## src/rtl/ooo_pkg.sv

```systemverilog
// Shared out-of-order core types: opcodes, forward-bus layout, and the single-cycle ALU function.
package ooo_pkg;
  localparam int DATA_W  = 16;
  localparam int ROB_W   = 6;
  localparam int MUL_DIG = 4;
  localparam int FWD_W   = 1 + ROB_W + DATA_W;

  typedef enum logic [3:0] {
    OP_ADD   = 4'd0,
    OP_SUB   = 4'd1,
    OP_AND   = 4'd2,
    OP_OR    = 4'd3,
    OP_XOR   = 4'd4,
    OP_SHL   = 4'd5,
    OP_SHR   = 4'd6,
    OP_SRA   = 4'd7,
    OP_SLT   = 4'd8,
    OP_SLTU  = 4'd9,
    OP_MUL   = 4'd10,
    OP_PASSB = 4'd11
  } op_e;

  typedef struct packed {
    logic              valid;
    logic [ROB_W-1:0]  rob;
    logic [DATA_W-1:0] value;
  } fwd_t;

  // MUL and illegal codes fall to 0 here; the iterative path supplies MUL when present.
  function automatic logic [DATA_W-1:0] alu_op(input logic [3:0] op,
                                               input logic [DATA_W-1:0] a,
                                               input logic [DATA_W-1:0] b);
    logic [3:0] sh;
    sh = b[3:0];
    case (op)
      OP_ADD:   alu_op = a + b;
      OP_SUB:   alu_op = a - b;
      OP_AND:   alu_op = a & b;
      OP_OR:    alu_op = a | b;
      OP_XOR:   alu_op = a ^ b;
      OP_SHL:   alu_op = a << sh;
      OP_SHR:   alu_op = a >> sh;
      OP_SRA:   alu_op = $unsigned($signed(a) >>> sh);
      OP_SLT:   alu_op = {{(DATA_W-1){1'b0}}, $signed(a) < $signed(b)};
      OP_SLTU:  alu_op = {{(DATA_W-1){1'b0}}, a < b};
      OP_PASSB: alu_op = b;
      default:  alu_op = '0;
    endcase
  endfunction
endpackage

```

## src/rtl/mul_iter.sv

```systemverilog
// Radix-2^DIG shift-add multiplier; the first digit is retired on the start edge,
// product/done present the final accumulation combinationally on the last iteration.
module mul_iter
  import ooo_pkg::*;
#(
  parameter int W   = DATA_W,
  parameter int DIG = MUL_DIG
) (
  input  logic         clk,
  input  logic         rst_n,
  input  logic         start,
  input  logic         abort,
  input  logic [W-1:0] a,
  input  logic [W-1:0] b,
  output logic         done,
  output logic [W-1:0] product
);
  localparam int ITER = W / DIG;
  localparam int CW   = $clog2(ITER + 1);

  logic          run_q, run_d;
  logic [CW-1:0] cnt_q, cnt_d;
  logic [W-1:0]  acc_q, acc_d, a_q, a_d, b_q, b_d;
  logic [W-1:0]  op_a, op_b, base, acc_nxt;
  logic          adv;

  always_comb begin
    op_a    = start ? a : a_q;
    op_b    = start ? b : b_q;
    base    = start ? '0 : acc_q;
    acc_nxt = base + op_a * W'(op_b[DIG-1:0]);
    adv     = start | run_q;
    acc_d   = adv ? acc_nxt : acc_q;
    a_d     = adv ? (op_a << DIG) : a_q;
    b_d     = adv ? (op_b >> DIG) : b_q;
    done    = run_q && (cnt_q == CW'(ITER - 1));
    product = acc_nxt;
    run_d   = run_q;
    cnt_d   = cnt_q;
    if (abort) begin
      run_d = 1'b0;
      cnt_d = '0;
    end else if (start) begin
      run_d = 1'b1;
      cnt_d = CW'(1);
    end else if (done) begin
      run_d = 1'b0;
      cnt_d = '0;
    end else if (run_q) begin
      cnt_d = cnt_q + CW'(1);
    end
  end

  always_ff @(posedge clk or negedge rst_n) begin
    if (!rst_n) begin
      run_q <= 1'b0;
      cnt_q <= '0;
      acc_q <= '0;
      a_q   <= '0;
      b_q   <= '0;
    end else begin
      run_q <= run_d;
      cnt_q <= cnt_d;
      acc_q <= acc_d;
      a_q   <= a_d;
      b_q   <= b_d;
    end
  end
endmodule

```

## src/rtl/alu_exec_unit.sv

```systemverilog
// Integer execute stage: single-cycle ALU plus optional iterative MUL (ALU_MUL_EN),
// broadcasting {valid, rob, value} on the forward bus one cycle after completion.
module alu_exec_unit
  import ooo_pkg::*;
(
  input  logic              clk,
  input  logic              rst_n,
  input  logic              flush,
  input  logic              issueValid,
  input  logic [3:0]        issueOpcode,
  input  logic [ROB_W-1:0]  issueRob,
  input  logic [DATA_W-1:0] issueA,
  input  logic [DATA_W-1:0] issueB,
  output logic              issueReady,
  output logic [FWD_W-1:0]  fwdOut,
  output logic              busy
);
  fwd_t fwd_q, fwd_d;
  logic accept;

  assign fwdOut = fwd_q;

`ifdef ALU_MUL_EN
  typedef enum logic {S_IDLE, S_MUL} state_e;

  state_e            state_q, state_d;
  logic [ROB_W-1:0]  mul_rob_q, mul_rob_d;
  logic              mul_start, mul_done;
  logic [DATA_W-1:0] mul_prod;

  assign issueReady = (state_q == S_IDLE);
  assign busy       = (state_q == S_MUL);
  assign accept     = issueValid & issueReady & ~flush;
  assign mul_start  = accept && (issueOpcode == OP_MUL);

  mul_iter #(.W(DATA_W), .DIG(MUL_DIG)) u_mul (
    .clk     (clk),
    .rst_n   (rst_n),
    .start   (mul_start),
    .abort   (flush),
    .a       (issueA),
    .b       (issueB),
    .done    (mul_done),
    .product (mul_prod)
  );

  always_comb begin
    state_d   = state_q;
    mul_rob_d = mul_rob_q;
    fwd_d     = '0;
    if (flush) begin
      state_d = S_IDLE;
    end else begin
      case (state_q)
        S_IDLE: begin
          if (mul_start) begin
            state_d   = S_MUL;
            mul_rob_d = issueRob;
          end else if (accept) begin
            fwd_d = '{valid: 1'b1, rob: issueRob, value: alu_op(issueOpcode, issueA, issueB)};
          end
        end
        S_MUL: begin
          if (mul_done) begin
            state_d = S_IDLE;
            fwd_d   = '{valid: 1'b1, rob: mul_rob_q, value: mul_prod};
          end
        end
        default: state_d = S_IDLE;
      endcase
    end
  end

  always_ff @(posedge clk or negedge rst_n) begin
    if (!rst_n) begin
      state_q   <= S_IDLE;
      mul_rob_q <= '0;
    end else begin
      state_q   <= state_d;
      mul_rob_q <= mul_rob_d;
    end
  end
`else
  assign issueReady = 1'b1;
  assign busy       = 1'b0;
  assign accept     = issueValid & ~flush;

  always_comb begin
    fwd_d = '0;
    if (accept)
      fwd_d = '{valid: 1'b1, rob: issueRob, value: alu_op(issueOpcode, issueA, issueB)};
  end
`endif

  always_ff @(posedge clk or negedge rst_n) begin
    if (!rst_n) fwd_q <= '0;
    else        fwd_q <= fwd_d;
  end
endmodule

```

## config.mk

```make
export PLATFORM = sky130hd
export DESIGN_NAME = alu_exec_unit
export DESIGN_NICKNAME = d
export VERILOG_FILES = /design/src/rtl/ooo_pkg.sv /design/src/rtl/mul_iter.sv /design/src/rtl/alu_exec_unit.sv
export SDC_FILE = /design/constraint.sdc
export NUM_CORES = 1
export LEC_CHECK = 0
export CORE_MARGIN = 2
export CORE_UTILIZATION = 52
export CTS_CLUSTER_DIAMETER = 80
export DETAILED_ROUTE_END_ITERATION = 16
export PLACE_DENSITY_LB_ADDON = 0.08
export SYNTH_ARGS = -nofsm -noshare
export SYNTH_HDL_FRONTEND = slang
export SYNTH_SLANG_ARGS = --single-unit
```

## constraint.sdc

```tcl
create_clock -name clk -period 0.8 [get_ports clk]
set_input_delay 0.08 -clock clk [delete_from_list [all_inputs] [get_ports clk]]
set_output_delay 0.08 -clock clk [all_outputs]
set_load 0.01 [all_outputs]
```

==> impl_metrics.csv, run 1 <==
group,metric,value,unit
grt,grt_max_degree,24,
die,top_level_ports,71,
yosys,syn_nets,819,
yosys,synth_warnings,0,
yosys,synth_xor_area_frac,0.006474,
yosys,synth_enable_flop_cells,0,
place,gp_congestion,1.136,
die,initial_utilization,0.5289,
grt,grt.total_usage,0.8170,
yosys,async_flop_share,1.000,
yosys,synth_top_family_by_area,"compound AO/OA/AOI/OAI gates",
run_status,firstError,"[ERROR GRT-0232] Routing congestion too high. Check the congestion heatmap in the GUI.",
place,io_buffers,68,
run_status,status,"did not finish",
yosys,ys_seq_elements,23,
grt,grt_overflow,180,
die,rows,37,
run_status,stop_stage,"global routing (5_1_grt)",
yosys,ys_types,84,
yosys,yosys.area_share.simple,0.2282,
yosys,syn_inst,722,
yosys,synth_compound_area_frac,0.3124,
yosys,synth_area_per_cell,7.495,um^2
place,hpwl,20450,um
clock_tree,numCtsBuffers,3,
clock_tree,clock_path_buffers,2,
yosys,synth_fa_ha_area_frac,0.1207,
place,dp_slack,-1.811,ns
clock_tree,cts_root_buf,"clkbuf_8",
yosys,muxShareOfSynthArea,0.1371,
die,die_x,106.0,um
yosys,ys.flop_type,"dfrtp_1",
yosys,synth_area,5411,um^2
place,placement.cell_area,8274,um^2
clock_tree,clock_sinks,23,
clock_tree,htreeDepth,1,
yosys,synth-seq-area-share,0.1064,
die,die_y,106.0,um
clock_tree,hold_buffers,0,
-- per-stage QoR --
stage / std cells / utilization
floorplan: 722 / -
global placement: 1150 / 0.8087
detailed placement: 1150 / 0.8087
CTS: 1199 / 0.9362
-- Yosys cell counts, drive strengths merged, types with 4 or more instances --
cell type,n,share of area
nor2,67,0.048
nand2,59,0.041
a21oi,57,0.053
ha,49,0.11
inv,44,0.031
o21ai,39,0.036
buf,38,0.044
mux2i,28,0.052
dfrtp,23,0.11
a211oi,22,0.031
o211ai,18,0.025
clkbuf,17,0.012
nor3,16,0.015
mux2,14,0.031
mux4,13,0.054
nor2b,13,0.015
a21o,12,0.017
a31oi,12,0.014
nand2b,12,0.014
and3,11,0.013
nand3,11,0.010
and2,10,0.012
a221oi,9,0.015
nor3b,9,0.014
a22oi,7,0.0097
o221ai,7,0.011
or2,6,0.0069
a21boi,5,0.0069
a22o,5,0.0081
nand4,5,0.0058
nor4b,5,0.0092
o22ai,5,0.0058
o311ai,5,0.0081
a311oi,4,0.0065
nand3b,4,0.0055
nor4,4,0.0058
-- kinds of logic after synthesis --
| logic type | count (synthesis) |
|---|---|
| buffers and inverters | 101 |
| multiplexers | 55 |
| AND/OR/NAND/NOR | 240 |
| XOR/XNOR | 4 |
| other | 2 |
| AO/OA/AOI/OAI | 246 |
| adder cells (fa/ha/maj) | 51 |
| flip-flops | 23 |
-- routing by layer --
| metal | GRT overflow | GRT usage |
|---|---|---|
| met1 | 0 | 0.8073 |
| met2 | 111 | 1.006 |
| met3 | 2 | 0.6076 |
| met4 | 67 | 0.9023 |
| met5 | 0 | 0.1810 |
-- timing repair --
item                       in CTS
setup endpoints to repair      46
pin swaps                      74
gates cloned                    2
buffers inserted               45
gates resized for setup       424
==> inputs of run 2 (changes only) <==
Settings changed: CORE_UTILIZATION 52 to 37, CTS_CLUSTER_DIAMETER 80 to unset, PLACE_DENSITY_LB_ADDON 0.08 to 0.15.
==> run 2 against run 1 <==
  * The flow now finishes, with violations (negative setup slack)
  * Synthesized area unchanged
  * Synthesized cell count unchanged
==> impl_metrics.csv, run 2 <==
group,metric,value,unit
layout,fin_util,0.6882,
critical_path,critPathCapture,"fwdOut[12]",
critical_path,cpMostUsedCell,"buf_4",
critical_path,arrival,2.12,ns
sta,finalHoldViolations,0,
sta,drv_slew,0,
route,wirelength,29230,um
route,vias,7572,
critical_path,crit_path_start_kind,"input port",
die,rows,44,
yosys,synth_warnings,0,
yosys,synth_enable_flop_cells,0,
clock_tree,clock_path_buffers,2,
yosys,synth_area,5411,um^2
clock_tree,hold_buffers,0,
yosys,synth_top_area_frac,0.1133,
run_status,violations,"negative setup slack",
yosys,synthTopCellsByCount,"nor2_1, nand2_1, a21oi_1",
critical_path,worstPathRequired,1.00,ns
clock_tree,clock_sinks,23,
place,gp_congestion,1.044,
yosys,ys_seq_elements,23,
run,drv_cap,0,
min_path,min_path_type,"in -> async",
route,via_per_inst,5.976,
clock_tree,cts_root_buf,"clkbuf_16",
sta,max_freq,519.3,MHz
critical_path,critical_path.max_fanout,7,
grt,grt_overflow,0,
yosys,async_flop_share,1.000,
die,die_x,124.9,um
die,coreArea,14420,um^2
critical_path,crit_buf_inv,3,
layout,layout_commonest_cell,"buf_4",
place,hpwl,22680,um
die,initial_utilization,0.3752,
route,wl_per_cell,23.07,um
yosys,synth_area_per_cell,7.495,um^2
grt,antenna_found_initial,0,
yosys,ys.flop_type,"dfrtp_1",
layout,insertedDiodeCount,0,
critical_path,cpPeakStageDelay,0.35,ns
critical_path,timing.critical_path.max_delay_family,"compound AO/OA/AOI/OAI gates",
power,ir_drop,0.8037,mV
clock_tree,htreeDepth,1,
grt,grt_pass1_wl,44020,um
layout,drive_gt1_frac,0.5716,
layout,fill_cells,1219,
die,die_y,124.9,um
sta,setup_violations,39,
yosys,syn_nets,819,
power,powerDensity,870.0,nW/um^2
die,die_area,15610,um^2
clock_tree,numCtsBuffers,3,
sta,setup_tns,-16.54,ns
critical_path,critPathKind,"in -> reg",
sta,relSlewSlack,0.6163,
layout,area_delta_synth_final,83.45,%
yosys,yosysMostFrequentCell,"nor2_1",
yosys,synthTopCellsByArea,"ha_1, dfrtp_1, mux4_2",
route,drt_iter0_drc,596,
layout,largest_reg_flops,23,
sta,fin_crit,1.926,ns
place,io_buffers,68,
yosys,synth-seq-area-share,0.1064,
route,first_pass_iters,7,
critical_path,worstPathCellList,"clkdlybuf4s15_2 -> buf_4 -> ha_1 -> nor2_2 -> a221oi_2 -> buf_4 -> or2_2 -> o41ai_2 -> o31ai_2 -> a31oi_1",
grt,first_global_vias,7625,
critical_path,end_kind,"flip-flop",
critical_path,path_depth,10,
grt,grt_max_degree,24,
grt,grt.total_usage,0.3620,
layout,mostFrequentLayoutCells,"buf_4, nor2_1, nand2_1",
run_status,status,"finished with violations",
route,drt_drc_violations_left,0,
clock_tree,clkTransAtPathRegs,0.08,ns
yosys,syn_inst,722,
route,detail-route-antenna-nets,0,
layout,nNetsFinal,1181,
critical_path,cpMaxStageDelayCell,"o41ai_2",
sta,rsz0062_at_grt,"true",
clock_tree,cts_tree,"built",
critical_path,critical_path.startpoint,"issueA[8]",
sta,fin_ws,-1.126,ns
power,p_leak,4.452,nW
sta,finalCritPeriodShare,2.407,
die,top_level_ports,71,
yosys,ys_types,84,
yosys,synth_top_area_cell,"ha_1",
sta,tightest_slew,0.5695,ns
==> run 2: through the flow <==
step	hold WS [ns]	setup slack, ns	instances	instance area [um^2]	total power, mW
after floorplan	-0.2156	-1.256	722	5628	3.591
after global placement	0.4558	-1.835	1211	8382	6.069
after detailed placement	0.4574	-1.913	1211	8382	6.120
after CTS	0.1623	-1.131	1262	9686	8.236
after global routing	0.1791	-1.147	1267	9927	9.030
final	0.1552	-1.126	1267	9927	8.636
==> run 2: power by group <==
part           total (mW)  switching [mW]  internal (mW)  leakage, nW
clock                1.20           0.525          0.677       0.0409
combinational        6.22            3.14           3.07         4.10
sequential           1.22          0.0132           1.21        0.314
total                8.64            3.68           4.95         4.45
==> run 2: cell families after synthesis <==
| logic type | after synthesis | synth area share |
|---|---|---|
| compound gates | 246 | 0.3124 |
| xor+xnor | 4 | 0.006475 |
| fa+ha+maj | 51 | 0.1207 |
| buf+inv | 101 | 0.08740 |
| flops | 23 | 0.1064 |
| mux | 55 | 0.1371 |
| other cells | 2 | 0.001388 |
| simple gates | 240 | 0.2282 |
==> run 2: layout make-up <==
class	count	area, um^2	area share
clock buffers	3	75.07	0.007562
clock inverters	1	5.005	0.0005042
inverters	46	201.4	0.02029
multi-input cells	598	5448	0.5488
flip-flops and latches	23	575.6	0.05798
well taps	184	230.2	0.02319
repair buffers	412	3392	0.3417
==> run 2: routing by layer <==
metal / vias to the layer above / global-route usage / wire length, um
li1: 3424 / - / -
met1: 3665 / 0.4699 / 12180
met2: 388 / 0.5982 / 13510
met3: 95 / 0.04707 / 2016
met4: 0 / 0.1732 / 1520
met5: - / 0 / 0
==> run 2: repair_timing <==
item | in CTS | in global routing
buffers inserted | 47 | 10
endpoints found under the setup margin | 45 | 45
gates cloned | 2 | 0
pin swaps | 84 | 38
gates resized for setup | 435 | 69
hold endpoints to repair | 0 | 0
==> run 2: worst min-delay path by stage <==
stage	slack, ns	cells past startpoint	endpoint
floorplan	-0.22	0	fwdOut[0]
CTS	0.16	2	fwdOut[0]
global placement	0.46	2	fwdOut[5]
detailed placement	0.46	2	fwdOut[1]
global route	0.18	2	fwdOut[0]
finish	0.16	2	fwdOut[0]
Note: power is estimated with default switching activity, not from simulation.
